**config.mk**
```make
export PLATFORM = sky130hd
export DESIGN_NAME = melody_sequencer_flat
export DESIGN_NICKNAME = d
export VERILOG_FILES = /design/src/rtl/melody_sequencer_if.sv /design/src/rtl/melody_sequencer.sv /design/src/flat_wrapper.sv
export SDC_FILE = /design/constraint.sdc
export NUM_CORES = 1
export LEC_CHECK = 0
export CORE_MARGIN = 1.5
export CORE_UTILIZATION = 45
export CTS_BUF_LIST = sky130_fd_sc_hd__clkbuf_8
export DETAILED_ROUTE_END_ITERATION = 10
export MAX_ROUTING_LAYER = met4
export SKIP_CTS_REPAIR_TIMING = 1
export SYNTH_ARGS = -nofsm -noshare
export SYNTH_HDL_FRONTEND = slang
export SYNTH_SLANG_ARGS = --single-unit
```
**constraint.sdc**
```tcl
create_clock -name CLK_IN -period 3.4 [get_ports CLK_IN]
set_clock_uncertainty 0.05 [all_clocks]
set_input_delay 0.68 -clock CLK_IN [delete_from_list [all_inputs] [get_ports CLK_IN]]
set_output_delay 0.68 -clock CLK_IN [all_outputs]
set_load 0.1 [all_outputs]
```
**src/rtl/melody_sequencer_if.sv**
```systemverilog
// ============================================================================
//  Module      : melody_sequencer_if
//  Description : Control, note-RAM write and buzzer-facing signals of the
//                melody sequencer. The loop request member only exists when
//                MELODY_SEQUENCER_LOOP_EN is defined.
//  Revision    : 1.0 - initial release
// ============================================================================
`default_nettype none

interface melody_sequencer_if;
    logic        start;
    logic        stop;
    logic [4:0]  len;
    logic        wr_en;
    logic [4:0]  wr_addr;
    logic [7:0]  wr_data;
`ifdef MELODY_SEQUENCER_LOOP_EN
    logic        loop;
`endif
    logic [23:0] half_period;
    logic        tone_en;
    logic [4:0]  note_idx;
    logic        busy;
    logic        done;

    // Controller side: issues commands and note-RAM writes.
    modport master (
`ifdef MELODY_SEQUENCER_LOOP_EN
        output loop,
`endif
        output start, stop, len, wr_en, wr_addr, wr_data,
        input  half_period, tone_en, note_idx, busy, done
    );

    // Sequencer side.
    modport slave (
`ifdef MELODY_SEQUENCER_LOOP_EN
        input  loop,
`endif
        input  start, stop, len, wr_en, wr_addr, wr_data,
        output half_period, tone_en, note_idx, busy, done
    );
endinterface

`default_nettype wire

```
**src/rtl/melody_sequencer.sv**
```systemverilog
// ============================================================================
//  Module      : melody_sequencer
//  Description : Plays entries 0..len-1 of a small note RAM. Each entry gives
//                a note code (pitch) and a duration; the sequencer presents a
//                half-period compare value and tone enable to the buzzer
//                stage, holds the note, then inserts an articulation gap.
//                Optional macro MELODY_SEQUENCER_LOOP_EN adds a loop input
//                that restarts playback at entry 0 instead of finishing.
//  Revision    : 1.0 - initial release
// ============================================================================
`default_nettype none

module melody_sequencer #(
    parameter int CLK_HZ    = 12000000,
    parameter int TICK_DIV  = 750000,
    parameter int GAP_TICKS = 60000,
    parameter int DEPTH     = 32
) (
    input  wire logic            CLK_IN,
    input  wire logic            RST,
    melody_sequencer_if.slave    bus
);

    localparam int AW      = (DEPTH > 1) ? $clog2(DEPTH) : 1;
    localparam int CNT_MAX = (TICK_DIV > GAP_TICKS) ? TICK_DIV : GAP_TICKS;
    localparam int CW      = (CNT_MAX > 1) ? $clog2(CNT_MAX) : 1;
    localparam logic [CW-1:0] TICK_LAST = CW'(TICK_DIV - 1);
    localparam logic [CW-1:0] GAP_LAST  = CW'((GAP_TICKS > 0) ? GAP_TICKS - 1 : 0);
    localparam bit            HAS_GAP   = (GAP_TICKS > 0);

    // Half-period compare value for a note code, evaluated at elaboration.
    // Frequencies are equal-tempered (A4 = 440 Hz) in micro-hertz so that the
    // integer rounding matches round(CLK_HZ / (2*f)) - 1.
    function automatic logic [23:0] pitch_hp(input int code);
        longint f_uhz;
        longint num;
        case (code)
            1:       f_uhz = 64'd261625565;  // C4
            2:       f_uhz = 64'd277182631;
            3:       f_uhz = 64'd293664768;  // D4
            4:       f_uhz = 64'd311126984;
            5:       f_uhz = 64'd329627557;  // E4
            6:       f_uhz = 64'd349228231;  // F4
            7:       f_uhz = 64'd369994423;
            8:       f_uhz = 64'd391995436;  // G4
            9:       f_uhz = 64'd415304698;
            10:      f_uhz = 64'd440000000;  // A4
            11:      f_uhz = 64'd466163762;
            12:      f_uhz = 64'd493883301;  // B4
            13:      f_uhz = 64'd523251131;  // C5
            14:      f_uhz = 64'd587329536;  // D5
            15:      f_uhz = 64'd659255114;  // E5
            default: f_uhz = 64'd0;          // rest
        endcase
        if (f_uhz == 0) begin
            return 24'd0;
        end
        num = longint'(CLK_HZ) * 64'd1000000;
        return 24'((num + f_uhz) / (2 * f_uhz) - 1);
    endfunction

    localparam logic [23:0] PITCH [16] = '{
        pitch_hp(0),  pitch_hp(1),  pitch_hp(2),  pitch_hp(3),
        pitch_hp(4),  pitch_hp(5),  pitch_hp(6),  pitch_hp(7),
        pitch_hp(8),  pitch_hp(9),  pitch_hp(10), pitch_hp(11),
        pitch_hp(12), pitch_hp(13), pitch_hp(14), pitch_hp(15)
    };

    typedef enum logic [1:0] {
        IDLE = 2'd0,
        LOAD = 2'd1,
        PLAY = 2'd2,
        GAP  = 2'd3
    } state_t;

    state_t          state, state_d;
    logic [23:0]     hp_q, hp_d;
    logic            tone_q, tone_d;
    logic [4:0]      idx_q, idx_d;
    logic            busy_q, busy_d;
    logic            done_q, done_d;
    logic [4:0]      len_q, len_d;
    logic [CW-1:0]   tick_q, tick_d;
    logic [3:0]      unit_q, unit_d;
    logic            step;

    logic [7:0]      mem [DEPTH];
    logic [7:0]      rd_data;
    logic [AW-1:0]   rd_addr;
    logic            loop_req;

`ifdef MELODY_SEQUENCER_LOOP_EN
    assign loop_req = bus.loop;
`else
    assign loop_req = 1'b0;
`endif

    // The RAM is read at the address the next cycle will play, so an entry
    // fetched on the edge into LOAD is ready when LOAD moves to PLAY.
    assign rd_addr = idx_d[AW-1:0];

    // Note RAM: single write port (locked out during playback), registered read.
    always_ff @(posedge CLK_IN) begin
        if (bus.wr_en && !busy_q && ({27'd0, bus.wr_addr} < 32'(DEPTH))) begin
            mem[bus.wr_addr[AW-1:0]] <= bus.wr_data;
        end
        rd_data <= mem[rd_addr];
    end

    // Next-state and next-output logic.
    always_comb begin
        state_d = state;
        hp_d    = hp_q;
        tone_d  = tone_q;
        idx_d   = idx_q;
        busy_d  = busy_q;
        done_d  = 1'b0;
        len_d   = len_q;
        tick_d  = tick_q;
        unit_d  = unit_q;
        step    = 1'b0;

        case (state)
            IDLE: begin
                if (bus.start) begin
                    if (bus.len != 5'd0) begin
                        len_d   = bus.len;
                        idx_d   = 5'd0;
                        busy_d  = 1'b1;
                        state_d = LOAD;
                    end else begin
                        done_d  = 1'b1;
                    end
                end
            end
            LOAD: begin
                hp_d    = PITCH[rd_data[7:4]];
                tone_d  = (rd_data[7:4] != 4'd0);
                unit_d  = rd_data[3:0];
                tick_d  = TICK_LAST;
                state_d = PLAY;
            end
            PLAY: begin
                if (tick_q != '0) begin
                    tick_d = tick_q - CW'(1);
                end else if (unit_q != 4'd0) begin
                    unit_d = unit_q - 4'd1;
                    tick_d = TICK_LAST;
                end else if (HAS_GAP) begin
                    tone_d  = 1'b0;
                    tick_d  = GAP_LAST;
                    state_d = GAP;
                end else begin
                    step = 1'b1;
                end
            end
            GAP: begin
                if (tick_q != '0) begin
                    tick_d = tick_q - CW'(1);
                end else begin
                    step = 1'b1;
                end
            end
            default: state_d = IDLE;
        endcase

        // End of a note (including its gap): advance, wrap or finish.
        if (step) begin
            tone_d = 1'b0;
            if (({1'b0, idx_q} + 6'd1) < {1'b0, len_q}) begin
                idx_d   = idx_q + 5'd1;
                state_d = LOAD;
            end else if (loop_req) begin
                idx_d   = 5'd0;
                state_d = LOAD;
            end else begin
                busy_d  = 1'b0;
                done_d  = 1'b1;
                state_d = IDLE;
            end
        end

        // Stop overrides every transition once playback is under way; the
        // compare value and index are frozen so the buzzer sees no change.
        if (bus.stop && (state != IDLE)) begin
            state_d = IDLE;
            tone_d  = 1'b0;
            busy_d  = 1'b0;
            done_d  = 1'b1;
            hp_d    = hp_q;
            idx_d   = idx_q;
        end
    end

    // State and output registers.
    always_ff @(posedge CLK_IN or posedge RST) begin
        if (RST) begin
            state  <= IDLE;
            hp_q   <= 24'd0;
            tone_q <= 1'b0;
            idx_q  <= 5'd0;
            busy_q <= 1'b0;
            done_q <= 1'b0;
            len_q  <= 5'd0;
            tick_q <= '0;
            unit_q <= 4'd0;
        end else begin
            state  <= state_d;
            hp_q   <= hp_d;
            tone_q <= tone_d;
            idx_q  <= idx_d;
            busy_q <= busy_d;
            done_q <= done_d;
            len_q  <= len_d;
            tick_q <= tick_d;
            unit_q <= unit_d;
        end
    end

    assign bus.half_period = hp_q;
    assign bus.tone_en     = tone_q;
    assign bus.note_idx    = idx_q;
    assign bus.busy        = busy_q;
    assign bus.done        = done_q;

endmodule

`default_nettype wire
```
**src/flat_wrapper.sv**
```systemverilog
// flat-port wrapper written by rule: the top's interface ports become plain ports
module melody_sequencer_flat 
#(
    parameter int CLK_HZ    = 12000000,
    parameter int TICK_DIV  = 750000,
    parameter int GAP_TICKS = 60000,
    parameter int DEPTH     = 32
)
  (CLK_IN, RST, bus_start, bus_stop, bus_len, bus_wr_en, bus_wr_addr, bus_wr_data, bus_half_period, bus_tone_en, bus_note_idx, bus_busy, bus_done);
  melody_sequencer_if bus_i ();
  input  wire logic CLK_IN;
  input  wire logic RST;
  input wire logic [$bits(bus_i.start)-1:0] bus_start;
  input wire logic [$bits(bus_i.stop)-1:0] bus_stop;
  input wire logic [$bits(bus_i.len)-1:0] bus_len;
  input wire logic [$bits(bus_i.wr_en)-1:0] bus_wr_en;
  input wire logic [$bits(bus_i.wr_addr)-1:0] bus_wr_addr;
  input wire logic [$bits(bus_i.wr_data)-1:0] bus_wr_data;
  output wire logic [$bits(bus_i.half_period)-1:0] bus_half_period;
  output wire logic [$bits(bus_i.tone_en)-1:0] bus_tone_en;
  output wire logic [$bits(bus_i.note_idx)-1:0] bus_note_idx;
  output wire logic [$bits(bus_i.busy)-1:0] bus_busy;
  output wire logic [$bits(bus_i.done)-1:0] bus_done;
  assign bus_i.start = bus_start;
  assign bus_i.stop = bus_stop;
  assign bus_i.len = bus_len;
  assign bus_i.wr_en = bus_wr_en;
  assign bus_i.wr_addr = bus_wr_addr;
  assign bus_i.wr_data = bus_wr_data;
  assign bus_half_period = bus_i.half_period;
  assign bus_tone_en = bus_i.tone_en;
  assign bus_note_idx = bus_i.note_idx;
  assign bus_busy = bus_i.busy;
  assign bus_done = bus_i.done;
  melody_sequencer #(.CLK_HZ(CLK_HZ), .TICK_DIV(TICK_DIV), .GAP_TICKS(GAP_TICKS), .DEPTH(DEPTH)) u_core (.CLK_IN(CLK_IN), .RST(RST), .bus(bus_i));
endmodule
```
# == Word level (Yosys, flattened, before mapping) ==
# Memory sizes are Yosys's and may differ from the RTL's. A register that Yosys moved wholly into a read port is not among the register bits.
# Cells that the tools add are included.
# classes
mux,42
bitwise_logic,2
order_cmp,1
n_reduce_logical,19
n_eq_ne,10
addsub,4
# ops
op,count
$mux 20,3
$pmux 20 s3,1
$mux 5,6
$mux 1,21
$reduce_bool 20->1,1
$sub 20x1->20 const B,1
$mux 2,6
$reduce_bool 4->1,3
$reduce_bool 5->1,2
$reduce_and 3->1,3
$mux 4,2
$ne 4x3->1 const B,2
$pmux 4 s2,1
$add 5x1->6 const B,1
$lt 6x5->1,1
$pmux 2 s3,1
$add 5x1->5 const B,1
$not 4->5,1
$reduce_and 5->1,1
$eq 2x2->1 const B,2
$ne 2x1->1 const B,2
$ne 4x1->1 const B,1
$ne 4x2->1 const B,1
$reduce_and 2->1,2
other kinds (10),12
# word_totals
ram_bits,256
memories,2
output_inout_bits,32
romBits,384
inputBits,23
register_bits,39
word_cells,88
# memory_table
name,depth,width,rd,rd_clocked_by_memory_dff,wr,line_no,text
(no name shown),16,24,1,1,0,melody_sequencer.sv:137,hp_d = PITCH[rd_data[7:4]];
u_core.mem,32,8,1,1,1,melody_sequencer.sv:87,logic [7:0] mem [DEPTH];

# == Depth between registers and ports, before layout ==
# Gate-level depths: netlist of the first run.
# logic_depth
depth_word,7
ltp_mapped,18
ltp_nobuf,15

# == Least setup slack after synthesis of the first run ==
# OpenSTA, ideal clock, no wires.
# synth_timing
path_type,reg2reg
startpoint,register u_core.idx_q[1] (netlist: u_core.bus.note_idx[1])
endpoint,"register u_core.rd_data[3], read port of u_core.mem"
setup_slack_ns,-0.746
n_path_buf,2
stages_incl_launch_ff,16
synth_period_minus_slack_ns,4.146
t_required_ns,3.225
setup_ns,0.125
arrival_time_ns,3.971
path_cell_list,dfrtp_1 ha_1 and2_1 nand2_1 xor2_1 inv_1 ha_1 o2111ai_1 nand4_1 nor2_2 mux2i_1 clkbuf_1 clkbuf_1 nand3_1 nand4_1 nand4_1
# synth_between
elab_chain_len,6
word_cells_on_any_way,9
classes_between,2 x add/sub; 1 x order compare; 6 x mux
# synth_lines
element,line_no,text
start: declaration,melody_sequencer.sv:79,"logic [4:0] idx_q, idx_d;"
start signal: assignment,melody_sequencer.sv:211,idx_q <= idx_d;
"parallel branches: the longest is 5 deep, another holds $add 5x1->6",-,
$mux 5 *,melody_sequencer.sv:185,if (bus.stop && (state != IDLE)) begin
end: declaration,melody_sequencer.sv:88,logic [7:0] rd_data;
# Mark *: on every way between the ends.
# A chain may end at the register's enable or synchronous reset.

# == Worst setup path after layout of the first run ==
# layout_timing
startpoint,register u_core.idx_q[1] (netlist: u_core.bus.note_idx[1])
endpoint,"register u_core.rd_data[0], read port of u_core.mem"
# The elaborated chain is that of the path after synthesis.

==> results of run 1 <==
[stage by stage]
stage               setup TNS [ns]  instance area, um2
floorplan                   -0.462               14100
global placement            -0.678               15600
detailed placement          -0.954               15600
CTS                         -0.112               16600
global route               -0.0136               16700
finish                           0               16700
[sequential cells by signal, indices dropped and copies added, names as in the netlist]
register                count
u_core.mem                256
u_core.tick_q              20
u_core.bus.half_period     15
u_core.rd_data              8
u_core.bus.note_idx         5
u_core.len_q                5
u_core.unit_q               4
u_core.state                2
u_core.bus.busy             1
u_core.bus.done             1
u_core.bus.tone_en          1
[layout by cell type, fill, tap and decap left out, types with 4 or more instances in the layout]
cell type and instances:
a211oi_1 5, a21o_1 7, a21oi_1 41, a31oi_1 28, a32oi_1 10, buf_12 11, buf_4 127, clkbuf_8 62
clkdlybuf4s50_1 22, clkinv_1 10, clkinv_2 9, conb_1 9, dfrtp_1 50, dfrtp_2 4, dfxtp_1 8, edfxtp_1 256
ha_1 14, inv_1 46, mux2_2 5, mux2i_1 18, nand2_1 224, nand3_1 67, nand3b_1 4, nand4_1 41
nor2_1 121, nor3_1 21, nor4_1 4, o21ai_0 71, o22a_1 7, o22ai_1 5, or2_2 4, or3_1 7
xor2_1 4
[layer usage]
layer  GRT usage, %  vias up  wire, um
li1               -     4717         -
met1           30.1     4907     15400
met2           38.0      364     17000
met3           4.81       64      2600
met4           7.22        0       828
met5              -        -         0
[cells by family after synthesis]
group | share of synthesized area [%]
buffers and inverters | 3.49
AO/OA/AOI/OAI | 9.41
other | 0.0270
AND/OR/NAND/NOR | 17.2
XOR/XNOR | 0.441
flip-flops | 66.1
adder cells (fa/ha/maj) | 1.53
multiplexers | 1.77
[cell type report]
type	instances	area (um2)	share of cell area, %
flip-flops and latches	318	9200	55.2
multi-input cells	790	4370	26.2
repair buffers	164	1450	8.67
clock buffers	62	853	5.12
well taps	396	495	2.97
clock inverters	39	184	1.10
inverters	34	130	0.780
[worst max path at each step]
| stage | from | to | slack, ns | cells past startpoint |
|---|---|---|---|---|
| floorplan | u_core.bus.note_idx[0] | u_core.rd_data[6] | -0.09 | 14 |
| global placement | bus_len[1] | u_core.rd_data[0] | -0.16 | 13 |
| detailed placement | bus_len[1] | u_core.rd_data[0] | -0.22 | 13 |
| CTS | u_core.bus.note_idx[1] | u_core.rd_data[0] | -0.1 | 17 |
| global route | u_core.bus.note_idx[1] | u_core.rd_data[0] | -0.008 | 17 |
| finish | u_core.bus.note_idx[1] | u_core.rd_data[0] | 0.13 | 16 |
[critical path, stage by stage, from the launching register on]
cell and delay (ns):
dfrtp_2 0.43, ha_4 0.17, and2_4 0.14, nand2_2 0.07
xor2_2 0.18, inv_2 0.08, ha_4 0.22, o2111ai_2 0.07
nand4_1 0.15, buf_4 0.19, or4_4 0.43, nand2_1 0.12
buf_6 0.18, buf_8 0.17, nand3_1 0.12, nand4_1 0.20
nand4_1 0.15
[power by group through the flow]
stage | clock (mW) | combinational (mW) | sequential [mW]
after floorplan | 0 | 0.963 | 5.35
after global placement | 0 | 2.23 | 4.68
after detailed placement | 0 | 2.26 | 4.69
after CTS | 3.29 | 2.26 | 4.61
after global routing | 3.46 | 2.44 | 4.64
final | 3.22 | 2.27 | 4.61
==> qor.txt, run 1 <==
status = finished, final reports clean
clock buffer depth = 3
row cnt = 64
Synth cell types = 69
Die Y = 179 um
root buffer cell = clkbuf_8
initial antenna violation count = 0
grt ovf = 0
worst slew pin tran = 0.867 ns
share of cells above drive strength 1 = 18.8%
DP Cell Count = 1701
first-pass GRT wire length = 55100 um
Max Cap Viol = 0
total power = 10.1 mW
Max VDD drop = 0.000340 V
starting density of the core = 45.6%
GPL Wtd Cong = 0.872
vias per cell = 5.58
Crit. End Element = flip-flop
Worst R2R Start = u_core.bus.note_idx[1]
sw frac = 33.1%
DIE AREA = 0.0320 mm2
# DRC = 0
share of synthesized registers carrying an async set or reset = 17.0%
cells taking the most area after synthesis = edfxtp_1 (55%), dfrtp_1 (9.7%), nand2_1 (6.1%)
final core utilization = 54.7%
Flop pwr share = 45.7%
Final min period = 3.27 ns
Synth Register Bits = 318
clock sink total = 318
clock slew at reported path FFs = 0.06 ns
syn_area_per_cell = 11.5 um2
worst hold path startpoint = u_core.bus.half_period[8]
total CTS buffers = 54
Max H-tree Level = 2
Routed Antenna Nets = 0
synth warn = 0
WP data arrival = 3.66 ns
top-count cell post-synth = edfxtp_1
predominant post-synthesis flop cell = edfxtp_1
initial DRC count = 776
number of synthesized flops with an enable pin = 256
FF-to-FF End = u_core.rd_data[0]
CP required = 3.79 ns
TritonCTS clock tree = yes
Layout area overhead = 19.9%
fmax = 306 MHz
worst-case hold path end point = u_core.bus.half_period[8]
Die Width = 179 um
R2R setup slack = 0.13 ns
Final WS setup = 0.127 ns
final hold vios = 0
vias in the first global route = 9785
final period utilization = 96.3%
Internal = 6.75 mW
Post-Route WL = 35900 um
Leak Pwr = 6.27 nW
I/O pins = 55
layout net count = 1402
Antenna Cells = 0
hold crit path type = reg2reg
PortBufs = 45
Clk Latency, worst-skew pair = 0.59 ns
via count = 10052
WL/cell = 19.9 um
area leader, netlist = edfxtp_1
Hold Crit Depth = 2
synthesized area = 0.0139 mm2
fin. max-slew vios = 0
clock power share = 31.9%
net switching power of the design = 3.35 mW
critical path class = reg2reg
post-DP HPWL = 24300 um
Critical Path Source Type = flip-flop
combinational power share = 22.4%
Core Area = 0.0305 mm2
Synth top area share = 55.3%
Total Routing Usage GR = 23.6%
DRT Pass-1 Iters = 7
pre-CTS WS = -0.224 ns
Hold WS = 0.430 ns
fillcell total = 2575
CP max FO = 15
register area share after synthesis = 66.1%
Post-Layout Cell Count = 1803
slew margin rel. = 42.0%
largest net degree at the start of global routing = 38
most instantiated cells after synthesis = edfxtp_1 (256), nand2_1 (225), nor2_1 (121), o21ai_0 (72), nand3_1 (68)
final setup vio count = 0
Post-Synthesis Cells = 1205
FF-to-FF path depth = 16
PwrDens = 605 mW/mm2
Note: power is estimated with default switching activity, not from simulation.
==> run 2, diff against run 1 <==
Settings changed: ABC_AREA from default to 1, CORE_MARGIN 1.5 to default.
==> qor.txt, run 2 <==
CP required = 3.85 ns (was 3.79 ns)
WL/cell = 19.3 um (was 19.9 um)
Max H-tree Level = 2 (unchanged)
cells taking the most area after synthesis = edfxtp_1 (52%), nand3_1 (10%), dfrtp_1 (9.1%) (was edfxtp_1 (55%), dfrtp_1 (9.7%), nand2_1 (6.1%))
clock buffer depth = 3 (unchanged)
most frequent cells in the layout = nand2_1 (354), nand3_1 (288), edfxtp_1 (256), inv_1 (210), buf_4 (96) (was edfxtp_1 (256), nand2_1 (224), buf_4 (127), nor2_1 (121), o21ai_0 (71))
max incr delay on CP = 0.43 ns (about the same)
hold crit path type = reg2reg (unchanged)
Die Width = 184 um (was 179 um)
largest net degree at the start of global routing = 129 (was 38)
CP max FO = 5 (was 15)
I/O pins = 55 (unchanged)
layout net count = 1688 (was 1402)
worst-case hold path end point = u_core.bus.half_period[0] (was u_core.bus.half_period[8])
CP Cell Sequence = ha_2, nand3_1, xor2_1, inv_2, ha_4, and3_1, nand2_1, nand2_2, nor2_4, nand2_4, nand3_4, buf_12, clkbuf_16, buf_4, buf_4, nand3_1, nand2_1, nand2_1, nand3_1, nand3_1, nand2_1, nand2_1, nand2_1 (was ha_4, and2_4, nand2_2, xor2_2, inv_2, ha_4, o2111ai_2, nand4_1, buf_4, or4_4, nand2_1, buf_6, buf_8, nand3_1, nand4_1, nand4_1)
total CTS buffers = 54 (unchanged)
initial DRC count = 986 (was 776)
pre-CTS WS = 0.0334 ns (was -0.224 ns)
DP Cell Count = 2013 (was 1701)
vias per cell = 5.27 (was 5.58)
synthesized area = 0.0149 mm2 (was 0.0139 mm2)
initial antenna violation count = 0 (unchanged)
# DRC = 0 (unchanged)
status = finished, final reports clean (unchanged)
share of cells above drive strength 1 = 13.9% (was 18.8%)
Final min period = 3.22 ns (was 3.27 ns)
Critical Path Slowest Stage Cell = dfrtp_2 (unchanged)
PortBufs = 45 (unchanged)
DIE AREA = 0.0338 mm2 (was 0.0320 mm2)
GPL Wtd Cong = 0.832 (was 0.872)
register area share after synthesis = 61.7% (was 66.1%)
FF-to-FF path depth = 23 (was 16)
grt ovf = 0 (unchanged)
first-pass GRT wire length = 60900 um (was 55100 um)
total power = 10.0 mW (was 10.1 mW)
row cnt = 66 (was 64)
most instantiated cells after synthesis = nand2_1 (359), nand3_1 (298), edfxtp_1 (256), inv_1 (193), nor2_1 (81) (was edfxtp_1 (256), nand2_1 (225), nor2_1 (121), o21ai_0 (72), nand3_1 (68))
vias in the first global route = 10677 (was 9785)
fmax = 310 MHz (was 306 MHz)
Post-Route WL = 41100 um (was 35900 um)
post-DP HPWL = 24200 um (was 24300 um)
Routed Antenna Nets = 0 (unchanged)
worst slew pin tran = 0.967 ns (was 0.867 ns)
area leader, netlist = edfxtp_1 (unchanged)
Synth top area share = 51.6% (was 55.3%)
Max VDD drop = 0.000553 V (was 0.000340 V)
worst hold path startpoint = u_core.bus.half_period[0] (was u_core.bus.half_period[8])
Clk Latency, worst-skew pair = 0.63 ns (was 0.59 ns)
top-count cell post-synth = nand2_1 (was edfxtp_1)
Synth cell types = 45 (was 69)
PwrDens = 570 mW/mm2 (was 605 mW/mm2)
Die Y = 184 um (was 179 um)
max reg flops = 256 (unchanged)
Post-Layout Cell Count = 2124 (was 1803)
DRT Pass-1 Iters = 6 (was 7)
R2R setup slack = 0.18 ns (was 0.13 ns)
Hold Crit Depth = 1 (was 2)
clock sink total = 318 (unchanged)
setup total negative slack = 0 ns (unchanged)
Synth Register Bits = 318 (unchanged)
commonest non-fill, non-tap cell in the layout = nand2_1 (was edfxtp_1)
clock slew at reported path FFs = 0.06 ns (about the same)
Post-Synthesis Cells = 1520 (was 1205)
syn_area_per_cell = 9.80 um2 (was 11.5 um2)
predominant post-synthesis flop cell = edfxtp_1 (unchanged)
Crit. End Element = flip-flop (unchanged)
share of synthesized registers carrying an async set or reset = 17.0% (unchanged)
final hold vios = 0 (unchanged)
critical path class = reg2reg (unchanged)
Worst R2R Start = u_core.bus.note_idx[0] (was u_core.bus.note_idx[1])
via count = 11189 (was 10052)
Core Area = 0.0325 mm2 (was 0.0305 mm2)
TritonCTS clock tree = yes (unchanged)
root buffer cell = clkbuf_8 (unchanged)
Final WS setup = 0.179 ns (was 0.127 ns)
Antenna Cells = 0 (unchanged)
Max Cap Viol = 0 (unchanged)
starting density of the core = 45.8% (was 45.6%)
Layout area overhead = 17.8% (was 19.9%)
WP data arrival = 3.67 ns (was 3.66 ns)
final setup vio count = 0 (unchanged)
synth warn = 0 (unchanged)
slew margin rel. = 35.3% (was 42.0%)
delay-heaviest family, CP = simple AND/OR/NAND/NOR gates (unchanged)
Critical Path Source Type = flip-flop (unchanged)
final period utilization = 94.7% (was 96.3%)
Total Routing Usage GR = 24.5% (was 23.6%)
CP bufs+invs = 5 (was 4)
Leak Pwr = 7.46 nW (was 6.27 nW)
number of synthesized flops with an enable pin = 256 (unchanged)
fin. max-slew vios = 0 (unchanged)
FF-to-FF End = u_core.rd_data[0] (unchanged)
most used cell, CP = nand2_1 (was nand4_1)
==> run 2: cell types whose count changed after synthesis, sizes merged, moves of 24 or more <==
cell	change
o21ai	-35
buf	+34
nand2	+139
nor2	-36
nand4	-37
nand3	+231
nand3b	+29
clkbuf	-24
inv	+163
==> run 2: cells by family (layout without fill, tap and decap cells) <==
| group | count (synthesis) | after routing | synth area share, % |
|---|---|---|---|
| flops | 318 | 318 | 61.7 |
| fa+ha+maj | 17 | 17 | 1.43 |
| buf+inv | 279 | 432 | 8.38 |
| xor+xnor | 14 | 14 | 0.823 |
| simple gates | 806 | 807 | 24.4 |
| other cells | 1 | 9 | 0.0252 |
| compound gates | 85 | 85 | 3.25 |
==> run 2: power breakdown <==
part | switching, mW | internal [mW] | leakage [nW]
sequential | 0.136 | 4.46 | 3.01
combinational | 1.71 | 0.585 | 3.89
clock | 1.55 | 1.56 | 0.563
==> run 2: final cells by class <==
| cell class | instances | area (um2) |
|---|---|---|
| inverters | 198 | 743 |
| repair buffers | 144 | 1460 |
| flip-flops and latches | 318 | 9200 |
| fillers | 2967 | 15000 |
| multi-input cells | 932 | 4640 |
| clock inverters | 32 | 150 |
| clock buffers | 58 | 798 |
| well taps | 442 | 553 |
==> run 2: worst max-delay path by stage <==
stage                           startpoint                 to  slack, ns  cells after the start
global placement    u_core.bus.note_idx[0]  u_core.rd_data[3]       0.12                     19
floorplan           u_core.bus.note_idx[2]  u_core.rd_data[0]       0.14                     20
CTS                 u_core.bus.note_idx[0]  u_core.rd_data[0]      0.005                     19
finish              u_core.bus.note_idx[0]  u_core.rd_data[0]       0.18                     23
detailed placement  u_core.bus.note_idx[0]  u_core.rd_data[0]       0.03                     19
global route        u_core.bus.note_idx[0]  u_core.rd_data[0]     -0.005                     23
==> run 2: metrics by stage <==
| step | hold WS [ns] | area [um2] | utilization (%) |
|---|---|---|---|
| 6_report | 0.429 | 17500 | 53.9 |
| 5_1_grt | 0.446 | 17500 | 53.9 |
| 4_1_cts | 0.433 | 17100 | 52.5 |
| 3_5_place_dp | 0.420 | 16100 | 49.6 |
| 3_3_place_gp | 0.419 | 16100 | 49.6 |
| 2_1_floorplan | 0.398 | 14900 | - |
==> run 2: metal layers <==
metal	share of wire (%)	vias up	routed length (um)	global-route usage (%)
li1	-	5318	-	-
met1	43	5352	17700	32.4
met2	47	428	19500	39.1
met3	6.8	91	2810	3.05
met4	2.6	0	1060	8.57
met5	0	-	0	-
